## src/rtl/clock_reset_gen.sv

```systemverilog
// Clock/reset generator: per-channel clock dividers plus a stretched, button-driven SOC reset.
// Latency: clk_o/tick_o registered (same cycle as counter); button reaches soc_rst_n_o 3 edges after btn_i.
// Backpressure: none; free-running outputs, divisor loads always accepted.
//
// Optional feature macro: CLOCK_RESET_GEN_DEBOUNCE_EN
//   defined   -> synchronized button is debounced over DEBOUNCE_CYCLES consecutive cycles
//   undefined -> synchronized button is used directly (no debounce counter)
//
// Ports:
//   clk          single clock, all logic on rising edge
//   rst          synchronous active-high reset
//   btn_i        asynchronous external reset button, active-high
//   div_i        per-channel divisors, channel i in [i*DIV_WIDTH +: DIV_WIDTH]
//   div_load_i   per-channel divisor load strobe (captured into pending register)
//   clk_o        divided clocks, registered
//   tick_o       one-cycle pulse at the first cycle of each clk_o high phase
//   soc_rst_n_o  active-low downstream SOC reset
module clock_reset_gen #(
    parameter int NUM_CH          = 2,
    parameter int DIV_WIDTH       = 8,
    parameter int DEFAULT_DIV     = 2,
    parameter int RST_HOLD        = 16,
    parameter int DEBOUNCE_CYCLES = 1024
) (
    input  logic                          clk,
    input  logic                          rst,
    input  logic                          btn_i,
    input  logic [NUM_CH*DIV_WIDTH-1:0]   div_i,
    input  logic [NUM_CH-1:0]             div_load_i,
    output logic [NUM_CH-1:0]             clk_o,
    output logic [NUM_CH-1:0]             tick_o,
    output logic                          soc_rst_n_o
);

    // Parameter sanity: a zero-length stretch or debounce window is meaningless.
    if (RST_HOLD < 1 || DEBOUNCE_CYCLES < 1) begin : g_bad_param
        $error("clock_reset_gen: RST_HOLD and DEBOUNCE_CYCLES must be >= 1");
    end

    // ------------------------------------------------------------------
    // Divider channels
    // ------------------------------------------------------------------
    localparam logic [DIV_WIDTH-1:0] MIN_DIV = DIV_WIDTH'(2);
    localparam logic [DIV_WIDTH-1:0] ONE     = DIV_WIDTH'(1);
    // Reset divisor goes through the same clamp as a runtime load.
    localparam logic [DIV_WIDTH-1:0] RST_DIV =
        (DEFAULT_DIV < 2) ? MIN_DIV : DIV_WIDTH'(DEFAULT_DIV);

    // Divisors 0 and 1 cannot produce a clock with both phases; treat as 2.
    function automatic logic [DIV_WIDTH-1:0] clamp_div(input logic [DIV_WIDTH-1:0] d);
        return (d < MIN_DIV) ? MIN_DIV : d;
    endfunction

    for (genvar i = 0; i < NUM_CH; i++) begin : g_ch
        logic [DIV_WIDTH-1:0] cnt;
        logic [DIV_WIDTH-1:0] div_q;
        logic [DIV_WIDTH-1:0] pend;
        logic [DIV_WIDTH-1:0] cnt_nxt;
        logic [DIV_WIDTH-1:0] div_nxt;
        logic [DIV_WIDTH-1:0] half_nxt;
        logic [DIV_WIDTH-1:0] din;
        logic                 wrap;
        logic                 clk_q;
        logic                 tick_q;

        assign din  = div_i[i*DIV_WIDTH +: DIV_WIDTH];
        assign wrap = (cnt == div_q - ONE);

        // The pending divisor is only promoted on the wrap, so a period in
        // flight always completes at its original length. Reading the old
        // pend here means a load in the wrap cycle lands one period later.
        always_comb begin
            cnt_nxt = cnt + ONE;
            div_nxt = div_q;
            if (wrap) begin
                cnt_nxt = '0;
                div_nxt = pend;
            end
            // ceil(div/2): odd divisors get the extra cycle in the high phase
            half_nxt = (div_nxt >> 1) + {{(DIV_WIDTH-1){1'b0}}, div_nxt[0]};
        end

        // Outputs are computed from next-state values so the registered
        // clk_o/tick_o line up with the counter value they describe.
        always_ff @(posedge clk) begin
            if (rst) begin
                cnt    <= '0;
                div_q  <= RST_DIV;
                pend   <= RST_DIV;
                clk_q  <= 1'b0;
                tick_q <= 1'b0;
            end else begin
                cnt    <= cnt_nxt;
                div_q  <= div_nxt;
                if (div_load_i[i]) begin
                    pend <= clamp_div(din);
                end
                clk_q  <= (cnt_nxt < half_nxt);
                tick_q <= (cnt_nxt == '0);
            end
        end

        assign clk_o[i]  = clk_q;
        assign tick_o[i] = tick_q;
    end

    // ------------------------------------------------------------------
    // Button synchronizer and optional debounce
    // ------------------------------------------------------------------
    logic sync1;
    logic sync2;
    logic btn_f;

    always_ff @(posedge clk) begin
        if (rst) begin
            sync1 <= 1'b0;
            sync2 <= 1'b0;
        end else begin
            sync1 <= btn_i;
            sync2 <= sync1;
        end
    end

`ifdef CLOCK_RESET_GEN_DEBOUNCE_EN
    localparam int DB_W = (DEBOUNCE_CYCLES > 1) ? $clog2(DEBOUNCE_CYCLES) : 1;
    localparam logic [DB_W-1:0] DB_LAST = DB_W'(DEBOUNCE_CYCLES - 1);

    logic [DB_W-1:0] db_cnt;
    logic            db_state;

    // Counts consecutive cycles where the synchronized button disagrees with
    // the filtered value; any agreement (a bounce back) restarts the window.
    always_ff @(posedge clk) begin
        if (rst) begin
            db_cnt   <= '0;
            db_state <= 1'b0;
        end else if (sync2 != db_state) begin
            if (db_cnt == DB_LAST) begin
                db_state <= sync2;
                db_cnt   <= '0;
            end else begin
                db_cnt <= db_cnt + DB_W'(1);
            end
        end else begin
            db_cnt <= '0;
        end
    end

    assign btn_f = db_state;
`else
    assign btn_f = sync2;
`endif

    // ------------------------------------------------------------------
    // Reset stretch FSM
    // ------------------------------------------------------------------
    localparam int HOLD_W = (RST_HOLD > 1) ? $clog2(RST_HOLD) : 1;
    localparam logic [HOLD_W-1:0] HOLD_LAST = HOLD_W'(RST_HOLD - 1);

    typedef enum logic [1:0] {
        ASSERT  = 2'd0,
        STRETCH = 2'd1,
        RUN     = 2'd2
    } rst_state_t;

    rst_state_t        state;
    rst_state_t        state_nxt;
    logic [HOLD_W-1:0] hold;
    logic [HOLD_W-1:0] hold_nxt;

    always_ff @(posedge clk) begin
        if (rst) begin
            state <= STRETCH;
            hold  <= '0;
        end else begin
            state <= state_nxt;
            hold  <= hold_nxt;
        end
    end

    // A press at any point returns to ASSERT; STRETCH is always re-entered
    // with the hold counter cleared, so every release gets the full stretch.
    always_comb begin
        state_nxt = state;
        hold_nxt  = hold;
        case (state)
            ASSERT: begin
                if (!btn_f) begin
                    state_nxt = STRETCH;
                    hold_nxt  = '0;
                end
            end
            STRETCH: begin
                if (btn_f) begin
                    state_nxt = ASSERT;
                end else if (hold == HOLD_LAST) begin
                    state_nxt = RUN;
                end else begin
                    hold_nxt = hold + HOLD_W'(1);
                end
            end
            RUN: begin
                if (btn_f) begin
                    state_nxt = ASSERT;
                end
            end
            default: begin
                state_nxt = ASSERT;
            end
        endcase
    end

    // Decoded from the state register alone, so the reset output is glitch-free.
    assign soc_rst_n_o = (state == RUN);

endmodule

```

## config.mk

```make
export PLATFORM = sky130hd
export DESIGN_NAME = clock_reset_gen
export DESIGN_NICKNAME = d
export VERILOG_FILES = /design/src/rtl/clock_reset_gen.sv
export SDC_FILE = /design/constraint.sdc
export NUM_CORES = 1
export LEC_CHECK = 0
export ABC_CLOCK_PERIOD_IN_PS = 5500
export CAP_MARGIN = 10
export CORE_ASPECT_RATIO = 0.5
export CORE_MARGIN = 10
export CORE_UTILIZATION = 40
export DETAILED_ROUTE_END_ITERATION = 7
export PLACE_DENSITY = 0.7
export REMOVE_ABC_BUFFERS = 1
export SYNTH_ARGS = -nofsm -noshare
export SYNTH_HDL_FRONTEND = slang
export SYNTH_SLANG_ARGS = --single-unit
```

## constraint.sdc

```tcl
create_clock -name clk -period 5.5 [get_ports clk]
set_input_delay 1.375 -clock clk [delete_from_list [all_inputs] [get_ports clk]]
set_output_delay 1.375 -clock clk [all_outputs]
set_load 0.02 [all_outputs]
```

# Word level (Yosys, flattened, before mapping)
# Cells that the tools add are included.
dict set report op_classes {
  mux 15
  eq_ne 10
  n_addsub 7
  n_reduce_logical 6
  magnitude_cmp 4
}
# operator count
set ops {}
lappend ops {{$mux 8} 6}
lappend ops {{$add 7x1->8} 2}
lappend ops {{$add 8x1->8 const B} 2}
lappend ops {{$eq 8x8->1} 2}
lappend ops {{$logic_not 8->1} 2}
lappend ops {{$lt 8x2->1 const B} 2}
lappend ops {{$lt 8x8->1} 2}
lappend ops {{$sub 8x1->8 const B} 2}
lappend ops {{$mux 4} 3}
lappend ops {{$mux 2} 4}
lappend ops {{$pmux 4 s2} 1}
lappend ops {{$ne 2x2->1 const B} 3}
lappend ops {{$pmux 2 s3} 1}
lappend ops {{$add 4x1->4 const B} 1}
lappend ops {{$eq 4x4->1 const B} 1}
lappend ops {{$reduce_and 4->1} 1}
lappend ops {{$ne 3x3->1 const B} 1}
lappend ops {{$reduce_and 3->1} 1}
lappend ops {{$eq 2x1->1 const B} 1}
lappend ops {{$eq 2x2->1 const B} 1}
lappend ops {{$logic_not 2->1} 1}
lappend ops {{$ne 2x1->1 const B} 1}
lappend ops {{$reduce_bool 2->1} 1}
dict set report totals {
  reg_bits 60
  wordCells 56
  in_bits 21
}

# Logic depth before layout (Yosys ltp)
# Gate-level depths: netlist (run 1).
dict set report depth {
  depth_word 5
  depth_mapped 20
}

# Worst setup path before layout (run 1)
# No wires, ideal clock.
dict set report synth_path {
  path_type {register to register}
  startpoint {register g_ch[1].div_q[0]}
  endpoint {register g_ch[1].clk_q}
  setup_time_ns 0.122
  required_time_ns 5.378
  n_path_buf 0
  stages_incl_launch_ff 18
  path_slack_ns 1.587
  arrival_time_ns 3.790
  path_cell_list {dfxtp_1 -> inv_1 -> ha_1 -> nor3b_2 -> xor2_1 -> or3_1 -> a311oi_4 -> mux2_4 -> ha_1 -> ha_1 -> and3_1 -> nand3_1 -> xnor2_1 -> o21ai_0 -> ha_1 -> nand4_1 -> nor4_1 -> nor2_1}
}
dict set report synth_via {
  elab_chain_cells 5
  word_cells_on_any_way 6
  classes_between {2 x add/sub; 1 x order compare; 1 x eq/ne; 2 x mux}
}
# element line_no
set synth_lines {}
lappend synth_lines {{start, declared} 56} ;# logic [DIV_WIDTH-1:0] div_q;
lappend synth_lines {{start signal, assigned} 94} ;# div_q <= div_nxt;
lappend synth_lines {{$sub 8x1->8} 67} ;# assign wrap = (cnt == div_q - ONE);
lappend synth_lines {{$eq 8x8->1} 67}
lappend synth_lines {{$mux 8} 75} ;# if (wrap) begin
lappend synth_lines {{named net g_ch[1].div_nxt[1]} 59} ;# logic [DIV_WIDTH-1:0] div_nxt;
lappend synth_lines {{$add 7x1->8} 80} ;# half_nxt = (div_nxt >> 1) + {{(DIV_WIDTH-1){1'b0}}, div_nxt[0]};
lappend synth_lines {{$lt 8x8->1} 98} ;# clk_q <= (cnt_nxt < half_nxt);
lappend synth_lines {{end signal, assigned} 98}
lappend synth_lines {{end, declared} 63} ;# logic clk_q;
# The timed path passes the listed nets, and every way through them passes these cells.
# A chain may end at the register's enable or synchronous reset.

# Worst setup path after layout (run 1)
dict set report layout_path {
  startpoint {register g_ch[1].div_q[0]}
  endpoint {register g_ch[1].clk_q}
}
dict set report layout_via {
  elab_chain_cells 5
  word_cells_on_any_way 6
  classes_between {2 x add/sub; 1 x order compare; 1 x eq/ne; 2 x mux}
}
# element line_no
set layout_lines {}
lappend layout_lines {{$sub 8x1->8} 67}
lappend layout_lines {{$eq 8x8->1} 67}
lappend layout_lines {{$mux 8 *} 75}
lappend layout_lines {{named net g_ch[1].div_nxt[0]} 59}
lappend layout_lines {{$add 7x1->8 *} 80}
lappend layout_lines {{$lt 8x8->1 *} 98}
# Mark *: on every way through the listed nets, which the timed path passes. The rest lies on a longest branch.

==> results of run 1 <==
-- synthesized netlist by cell type (all sizes together), types with 2 or more instances --
library cell and number:
nand4 7, a21oi 22, dfxtp 60, nor2 61
buf 15, nand3 36, or3b 3, xor2 21
nor4 3, a311oi 2, mux2 2, o21ai 19
o41ai 2, a22o 2, o22ai 5, nand2b 7
nand2 17, a2111oi 2, ha 23, or2 3
clkbuf 16, nor4b 3, a22oi 2, a211oi 2
nor3b 4, a21o 2, xnor2 25, mux2i 23
nor2b 10, and3 8, or3 2, or4 3
inv 15, and2 7, nand3b 3, nor3 14
o211ai 3
-- sequential cells by signal, summed over array words and instances, names as in the netlist --
name,count
g_ch.tick_q,2
sync1,1
state,2
btn_f,1
g_ch.clk_q,2
g_ch.cnt,16
hold,4
g_ch.div_q,16
g_ch.pend,16
-- cells in the final DEF (no fill, tap or decap), drive strengths merged, types with 5 or more instances in the layout --
cell / instances
o22ai: 5
xor2: 21
mux2i: 23
clkdlybuf4s50: 25
nand2: 17
dfxtp: 60
ha: 23
nor2: 61
xnor2: 25
nor3: 14
a21oi: 22
o21ai: 19
clkbuf: 10
and3: 8
nand4: 7
nor2b: 10
nand3: 36
inv: 15
and2: 7
nand2b: 7
-- logic make-up after synthesis --
kind of cell             count (synthesis)  share of synthesized area [%]
flip-flops                              60                           31.3
buffers and inverters                   46                           5.39
multiplexers                            25                           6.79
XOR/XNOR                                46                           10.5
adder cells (fa/ha/maj)                 23                           7.51
AND/OR/NAND/NOR                        192                           26.0
AO/OA/AOI/OAI                           69                           12.4
-- worst reg2reg max path, stage by stage, from the launching register on --
cell,delay (ns)
dfxtp_1,0.38
inv_1,0.07
ha_1,0.22
nor3b_2,0.19
xor2_1,0.15
or3_1,0.37
a311oi_4,0.51
mux2i_1,0.29
ha_1,0.31
ha_1,0.30
and3_1,0.24
nand3_1,0.11
xnor2_1,0.15
o21ai_0,0.19
ha_1,0.28
nor2b_1,0.13
o21ai_0,0.17
o211ai_1,0.12
nor2_1,0.09
-- how the worst max path moves through the flow --
stage	to	slack [ns]	depth (start not counted)
CTS	g_ch[1].clk_q	1.15	18
floorplan	g_ch[1].clk_q	1.16	17
global placement	g_ch[1].clk_q	1.22	18
finish	g_ch[1].clk_q	1.17	18
global route	g_ch[1].clk_q	0.84	18
detailed placement	g_ch[1].clk_q	1.18	18
-- per-layer routing --
metal / vias to the layer above / share of wire (%)
met5: - / 0
met4: 0 / 1.6
met3: 11 / 3.1
met2: 46 / 47
met1: 1480 / 48
li1: 1626 / -
-- layout make-up --
class,count,share of cell area (%)
sequential,60,27.2
tap,121,3.43
timing repair buffer,29,6.36
inverter,15,1.28
clock buffer,10,5.19
multi-input combinational,355,55.0
clock inverter,6,1.48
-- where the power goes --
group / leakage, nW / switching (W) / internal [W]
sequential: 0.490 / 0.0000787 / 0.000491
clock: 0.142 / 0.000196 / 0.000350
combinational: 1.10 / 0.000425 / 0.000337
-- stage by stage --
stage | power, W | instances
5_1_grt | 0.00200 | 596
6_report | 0.00188 | 596
4_1_cts | 0.00190 | 596
2_1_floorplan | 0.00112 | 430
3_5_place_dp | 0.00134 | 580
3_3_place_gp | 0.00133 | 580
==> results.sh, run 1 <==
export IMPL_globalplace_congestion=0.881
export IMPL_nets=514
export IMPL_p_leak_nw=1.74
export IMPL_ir_worst_vdd_v=0.000213
export IMPL_grt_use_met2_pct=20.5
export IMPL_synth_ff_type="dfxtp_1"
export IMPL_worstSkewPairLatency_ns=0.33
export IMPL_cts_max_level=3
export IMPL_regToRegStartpoint="g_ch[1].div_q[0]"
export IMPL_met1_usage_pct=14.7
export IMPL_synth_avg_cell_area_um2=8.31
export IMPL_cap_violations=0
export IMPL_rrSetupSlack_ns=1.17
export IMPL_register_area_mm2=0.00120
export IMPL_cts_setup_buffers=0
export IMPL_cts_path_max_buffers=2
export IMPL_first_iter_violations=186
export IMPL_ios=26
export IMPL_worst_clock_skew_ns=0.00850
export IMPL_dp_slack_ns=1.18
export IMPL_cp_arrival_ns=4.60
export IMPL_wl_per_cell_um=13.8
export IMPL_dp_hpwl_mm=6.18
export IMPL_power_density_mw_per_mm2=426
export IMPL_ys_ff_latch=60
export IMPL_grt_overflow=0
export IMPL_final_area_mm2=0.00441
export IMPL_synth_distinct_cells=56
export IMPL_crit_type="reg -> reg"
export IMPL_use_met3_pct=3.22
export IMPL_ys_top_cells_by_area="dfxtp_1 (31%), ha_1 (7.5%), mux2i_1 (6.0%)"
export IMPL_cp_startpoint="g_ch[1].div_q[0]"
export IMPL_cts_made_buffers=9
export IMPL_fp_dieW_um=158
export IMPL_final_antenna_net_count=0
export IMPL_grt_pass1_vias=2962
export IMPL_finalWirelength_mm=8.24
export IMPL_synth_top_cell_area_share_pct=31.3
export IMPL_drv_slew=0
export IMPL_relSlewSlack_pct=60.5
export IMPL_drt_first_pass_iters=4
export IMPL_synthCells=461
export IMPL_cts_root_buf="clkbuf_16"
export IMPL_cts_clk_slew_worst_paths_ns=0.05
export IMPL_antenna_found_initial=0
export IMPL_portBuffers=25
export IMPL_path_delay_family="simple AND/OR/NAND/NOR gates"
export IMPL_hold_viol=0
export IMPL_fill_cells=888
export IMPL_fin_ws_ns=1.17
export IMPL_dieArea_mm2=0.0141
export IMPL_grt_total_usage_pct=12.1
export IMPL_antenna_cells=0
export IMPL_yosysTopAreaCell="dfxtp_1"
export IMPL_crit_slowest_cell="a311oi_4"
export IMPL_multi_input_area_mm2=0.00242
export IMPL_setup_tns_ns=0
export IMPL_hold_buffers=0
export IMPL_cp_num_buf_inv=1
export IMPL_final_util_pct=47.0
export IMPL_synth_warnings=0
export IMPL_coreArea_mm2=0.00938
export IMPL_holdCritStartpoint="btn_f"
export IMPL_cpMostUsedCell="ha_1"
export IMPL_required_ns=5.76
export IMPL_seq_area_frac_synth_pct=31.3
export IMPL_rsz0062_at_grt="no"
export IMPL_die_h_um=89.2
export IMPL_cts_resized=0
export IMPL_hold_class="reg -> reg"
export IMPL_r2r_end="g_ch[1].clk_q"
export IMPL_hold_ws_ns=0.415
export IMPL_busiest_layer="met2"
export IMPL_syn2layout_area_growth_pct=15.0
export IMPL_cts_tree="done"
export IMPL_initial_core_util_pct=40.8
export IMPL_startpoint_type="flop"
export IMPL_crit_path_end_kind="flop"
export IMPL_syn_area_mm2=0.00383
export IMPL_cts_sinks=60
export IMPL_num_vias=3163
export IMPL_drive_gt1_share_pct=7.37
export IMPL_grt_pass1_wl_mm=13.9
export IMPL_hold_depth=1
export IMPL_max_stage_delay_ns=0.51
export IMPL_ff2ff_path_depth=18
export IMPL_setup_viol=0
export IMPL_hold_end="state[1]"
export IMPL_fp_row_count=25
export IMPL_tightest_slew_ns=0.590
export IMPL_dpl_cell_area_mm2=0.00411
export IMPL_postSynth_asyncResetShare_pct=0
export IMPL_outcome="completed"
export IMPL_avgViaCountPerCell=5.31
export IMPL_fin_crit_sh_pct=78.8
export IMPL_synth_edf_count=0
export IMPL_crit_chain="inv_1 -> ha_1 -> nor3b_2 -> xor2_1 -> or3_1 -> a311oi_4 -> mux2i_1 -> ha_1 -> ha_1 -> and3_1 -> nand3_1 -> xnor2_1 -> o21ai_0 -> ha_1 -> nor2b_1 -> o21ai_0 -> o211ai_1 -> nor2_1"
export IMPL_final_min_clock_period_ns=4.33
export IMPL_cp_max_fo=6
export IMPL_drc=0
export IMPL_max_freq_mhz=231
export IMPL_grt_max_degree=33
Power figures use the tool's default switching activity.
==> run 2, diff against run 1 <==
- ABC_CLOCK_PERIOD_IN_PS: 5500 -> 3900
- PLACE_DENSITY: 0.7 -> 0.72
- clock period: 5.5 -> 3.9 ns (I/O delays scaled with it)
==> results.sh, run 2 (same netlist as run 1, synthesis figures left out) <==
export IMPL_outcome="completed"
export IMPL_crit_slowest_cell="or4_4"
export IMPL_grt_max_degree=24
export IMPL_power_density_mw_per_mm2=617
export IMPL_max_freq_mhz=264
export IMPL_cts_tree="done"
export IMPL_grt_total_usage_pct=13.1
export IMPL_worstSkewPairLatency_ns=0.34
export IMPL_tightest_slew_ns=0.891
export IMPL_antenna_cells=0
export IMPL_layout_common_cells="nor2_1 (60), dfxtp_1 (59), nand3_1 (35), buf_4 (31)"
export IMPL_crit_path_end_kind="flop"
export IMPL_fin_crit_sh_pct=97.2
export IMPL_final_antenna_net_count=0
export IMPL_worst_clock_skew_ns=0.00592
export IMPL_rsz0062_at_grt="yes"
export IMPL_initial_core_util_pct=40.8
export IMPL_final_min_clock_period_ns=3.79
export IMPL_cts_root_buf="clkbuf_16"
export IMPL_wl_per_cell_um=14.6
export IMPL_fp_row_count=25
export IMPL_dp_cells=602
export IMPL_globalplace_congestion=0.863
export IMPL_stdcell_count=624
export IMPL_relSlewSlack_pct=40.4
export IMPL_p_leak_nw=1.90
export IMPL_cts_sinks=60
export IMPL_drt_first_pass_iters=4
export IMPL_cp_startpoint="g_ch[1].div_q[0]"
export IMPL_drv_slew=0
export IMPL_hold_ws_ns=0.421
export IMPL_die_h_um=89.2
export IMPL_cp_arrival_ns=4.02
export IMPL_nets=542
export IMPL_grt_overflow=0
export IMPL_regToRegStartpoint="g_ch[1].div_q[0]"
export IMPL_crit_chain="buf_4 -> or4_4 -> nor4b_4 -> a211oi_2 -> a311oi_4 -> mux2i_1 -> ha_2 -> buf_6 -> and3_4 -> nand3_4 -> xor2_1 -> nor2_1 -> a21oi_1 -> ha_1 -> buf_4 -> nand4_1 -> o211ai_1 -> nor2_1"
export IMPL_dp_hpwl_mm=6.48
export IMPL_cp_max_fo=5
export IMPL_hold_buffers=0
export IMPL_hold_class="reg -> reg"
export IMPL_cts_clk_slew_worst_paths_ns=0.05
export IMPL_max_stage_delay_ns=0.55
export IMPL_drc=0
export IMPL_portBuffers=25
export IMPL_cap_violations=0
export IMPL_dieArea_mm2=0.0141
export IMPL_avgViaCountPerCell=5.35
export IMPL_fp_dieW_um=158
export IMPL_num_vias=3341
export IMPL_setup_tns_ns=0
export IMPL_crit_type="reg -> reg"
export IMPL_finalWirelength_mm=9.12
export IMPL_ios=26
export IMPL_grt_pass1_wl_mm=14.9
export IMPL_coreArea_mm2=0.00938
export IMPL_required_ns=4.13
export IMPL_largestRegisters="g_ch.cnt x16, g_ch.div_q x16, g_ch.pend x16"
export IMPL_cts_made_buffers=9
export IMPL_cts_path_max_buffers=2
export IMPL_cts_max_level=3
export IMPL_final_common_cell="nor2_1"
export IMPL_drive_gt1_share_pct=15.5
export IMPL_grt_pass1_vias=3197
export IMPL_startpoint_type="flop"
export IMPL_antenna_found_initial=0
export IMPL_ir_worst_vdd_v=0.000264
export IMPL_syn2layout_area_growth_pct=24.5
export IMPL_first_iter_violations=238
export IMPL_final_util_pct=50.8
export IMPL_report_power_total_w=0.00294
export IMPL_hold_viol=0
export IMPL_holdCritStartpoint="btn_f"
export IMPL_setup_viol=0
## run 2: layout make-up
type	count	area, um2
clock buffers	13	270
clock inverters	3	67.6
fillers	836	4610
inverters	15	56.3
multi-input cells	355	2520
flip-flops and latches	60	1200
well taps	121	151
repair buffers	57	494
## run 2: worst paths after layout
kind,to,depth (start not counted),slack [ns]
min reg2reg,state[1],1,0.42
max reg2reg,g_ch[1].clk_q,18,0.11
min,state[1],1,0.42
max,g_ch[1].clk_q,18,0.11
## run 2: per-layer routing
layer	vias to the layer above	global-route usage (%)	routed length, um
li1	1689	-	-
met2	69	22.8	4490
met3	18	3.31	330
met4	0	5.26	183
met5	-	0	0
met1	1565	15.3	4110
## run 2: stage by stage
stage                     cell area [um2]  setup WS [ns]
after detailed placement             4280         0.0164
after CTS                            4630        0.00615
after floorplan                      3680         -0.444
final                                4770          0.111
after global placement               4280         0.0898
after global routing                 4770         -0.127
## run 2: where the power goes
part	internal [W]	switching, W
logic	0.000599	0.000666
registers	0.000693	0.0000971
clock network	0.000611	0.000278
## run 2: worst max-delay path, delay by kind of cell, from the launching register on
| kind | cells | cell delay, ns |
|---|---|---|
| simple gates | 7 | 1.38 |
| xor+xnor | 1 | 0.15 |
| fa+ha+maj | 2 | 0.55 |
| compound gates | 4 | 0.63 |
| flops | 1 | 0.31 |
| mux | 1 | 0.29 |
| buf+inv | 3 | 0.36 |
## run 2: timing repair
item,4_1_cts,5_1_grt
pin swaps,2,10
gates resized for setup,2,23
setup endpoints to repair,1,2
buffers inserted,1,5
==> run 3, diff against run 2 <==
- CORE_UTILIZATION: 40 -> 45
- GPL_TIMING_DRIVEN: not set -> 0
- PLACE_DENSITY: 0.72 -> 0.78
==> results.sh, run 3 (same netlist as run 1, synthesis figures left out) <==
export IMPL_report_power_total_w=0.00308
export IMPL_p_clk_share_pct=28.0
export IMPL_fp_dieW_um=151
export IMPL_dieArea_mm2=0.0128
export IMPL_largestRegisters="g_ch.cnt x16, g_ch.div_q x16, g_ch.pend x16"
export IMPL_dp_hpwl_mm=5.88
export IMPL_final_min_clock_period_ns=4.00
export IMPL_max_freq_mhz=250
export IMPL_hold_viol=0
export IMPL_cts_root_buf="clkbuf_16"
export IMPL_power_frac_comb_pct=45.6
export IMPL_p_int_w=0.00194
export IMPL_fill_cells=664
export IMPL_relSlewSlack_pct=23.6
export IMPL_fin_crit_sh_pct=102
export IMPL_drt_first_pass_iters=5
export IMPL_grt_pass1_wl_mm=16.1
export IMPL_outcome="finished with violations"
export IMPL_antenna_found_initial=0
export IMPL_grt_max_degree=47
export IMPL_dp_cells=567
export IMPL_grt_use_met2_pct=26.2
export IMPL_initial_core_util_pct=47.1
export IMPL_avgViaCountPerCell=5.72
export IMPL_cts_tree="done"
export IMPL_die_h_um=85.3
export IMPL_swShare_pct=36.9
export IMPL_ios=26
export IMPL_worstSkewPairLatency_ns=0.33
export IMPL_holdCritStartpoint="btn_f"
export IMPL_final_area_mm2=0.00479
export IMPL_ir_worst_vdd_v=0.000279
export IMPL_busiest_layer="met2"
export IMPL_cts_clk_slew_worst_paths_ns=0.05
export IMPL_required_ns=4.15
export IMPL_grt_overflow=0
export IMPL_antenna_cells=0
export IMPL_finalWirelength_mm=9.82
export IMPL_p_switching_w=0.00113
export IMPL_wl_per_cell_um=16.1
export IMPL_hold_class="reg -> reg"
export IMPL_rsz0062_at_grt="yes"
export IMPL_grt_pass1_vias=3355
export IMPL_tightest_slew_ns=1.15
export IMPL_first_iter_violations=353
export IMPL_syn2layout_area_growth_pct=25.1
export IMPL_ff2ff_path_depth=18
export IMPL_coreArea_mm2=0.00814
export IMPL_cp_arrival_ns=4.25
export IMPL_fin_ws_ns=-0.0954
export IMPL_cts_made_buffers=9
export IMPL_nets=537
export IMPL_regToRegStartpoint="g_ch[1].div_q[1]"
export IMPL_num_vias=3490
export IMPL_r2r_end="g_ch[1].clk_q"
export IMPL_setup_viol=1
export IMPL_cts_max_level=3
export IMPL_startpoint_type="flop"
export IMPL_dp_slack_ns=-1.08
export IMPL_crit_type="reg -> reg"
export IMPL_drive_gt1_share_pct=16.7
export IMPL_cp_max_fo=4
export IMPL_final_antenna_net_count=0
export IMPL_drc=0
export IMPL_met1_usage_pct=17.2
export IMPL_stdcell_count=610
export IMPL_cts_path_max_buffers=2
export IMPL_layout_common_cells="nor2_1 (60), dfxtp_1 (54), nand3_1 (35), xnor2_1 (25), clkdlybuf4s50_1 (24)"
export IMPL_cap_violations=0
export IMPL_seq_power_share_pct=26.4
export IMPL_hold_ws_ns=0.412
export IMPL_worst_clock_skew_ns=0.0103
export IMPL_power_density_mw_per_mm2=642
export IMPL_p_leak_nw=1.86
export IMPL_violations="negative setup slack"
export IMPL_rrSetupSlack_ns=-0.1
export IMPL_grt_total_usage_pct=15.0
export IMPL_hold_end="state[1]"
export IMPL_portBuffers=25
export IMPL_cts_sinks=60
export IMPL_use_met3_pct=3.97
export IMPL_globalplace_congestion=0.816
export IMPL_fp_row_count=23
export IMPL_crit_path_end_kind="flop"
export IMPL_final_common_cell="nor2_1"
export IMPL_hold_depth=1
export IMPL_dpl_cell_area_mm2=0.00407
export IMPL_drv_slew=0
-- run 3: metal layers --
metal  vias to the layer above  share of wire, %
met2                       116                53
met1                      1670                41
met3                        17               4.9
met5                         -                 0
met4                         0               1.4
li1                       1687                 -
-- run 3: stage by stage --
stage	util (%)	setup TNS (ns)
floorplan	-	-0.704
global placement	50.0	-2.05
detailed placement	49.9	-2.05
CTS	57.1	-0.0101
global route	58.9	-0.447
finish	58.9	-0.0954
-- run 3: repair_timing --
action | in CTS | in global routing
setup buffers | 15 | 10
setup endpoints to repair | 2 | 2
hold buffers | 0 | 0
pin swaps | 14 | 3
cloned | 2 | 0
gates resized for setup | 28 | 14
-- run 3: final cells by class --
| type | instances | area [um2] | area share, % |
|---|---|---|---|
| Timing Repair Buffer | 50 | 449 | 9.37 |
| Inverter | 15 | 56.3 | 1.17 |
| Clock inverter | 6 | 87.6 | 1.83 |
| Multi-Input combinational cell | 357 | 2610 | 54.5 |
| Tap cell | 112 | 140 | 2.92 |
| Clock buffer | 10 | 239 | 4.99 |
| Sequential cell | 60 | 1210 | 25.3 |
-- run 3: how the worst max path moves through the flow --
| stage | startpoint | endpoint | depth (start not counted) |
|---|---|---|---|
| after detailed placement | g_ch[1].div_q[0] | g_ch[1].clk_q | 18 |
| final | g_ch[1].div_q[1] | g_ch[1].clk_q | 18 |
| after global placement | g_ch[1].div_q[0] | g_ch[1].clk_q | 18 |
| after CTS | g_ch[1].div_q[2] | g_ch[1].clk_q | 19 |
| after floorplan | g_ch[1].div_q[0] | g_ch[1].clk_q | 17 |
| after global routing | g_ch[1].div_q[1] | g_ch[1].clk_q | 21 |
-- run 3: power groups by stage --
stage / clock (W) / sequential, W / combinational (W)
after detailed placement: 0 / 0.000812 / 0.00104
after floorplan: 0 / 0.000799 / 0.000783
after global placement: 0 / 0.000810 / 0.00102
final: 0.000863 / 0.000813 / 0.00140
after global routing: 0.000903 / 0.000827 / 0.00153
after CTS: 0.000869 / 0.000805 / 0.00129
-- run 3: critical path: stages (launching register included) --
cell and delay (ns):
dfxtp_4 0.36, or4_4 0.58, or2_2 0.33, a211oi_4 0.31, a311oi_4 0.07, buf_12 0.16, mux2_4 0.32, ha_4 0.18
ha_4 0.18, and3_4 0.19, xnor2_1 0.12, nor2_1 0.16, a21oi_1 0.08, ha_1 0.27, a21oi_1 0.15, nor2b_1 0.07
o21ai_1 0.15, o211ai_1 0.10, nor2_1 0.13
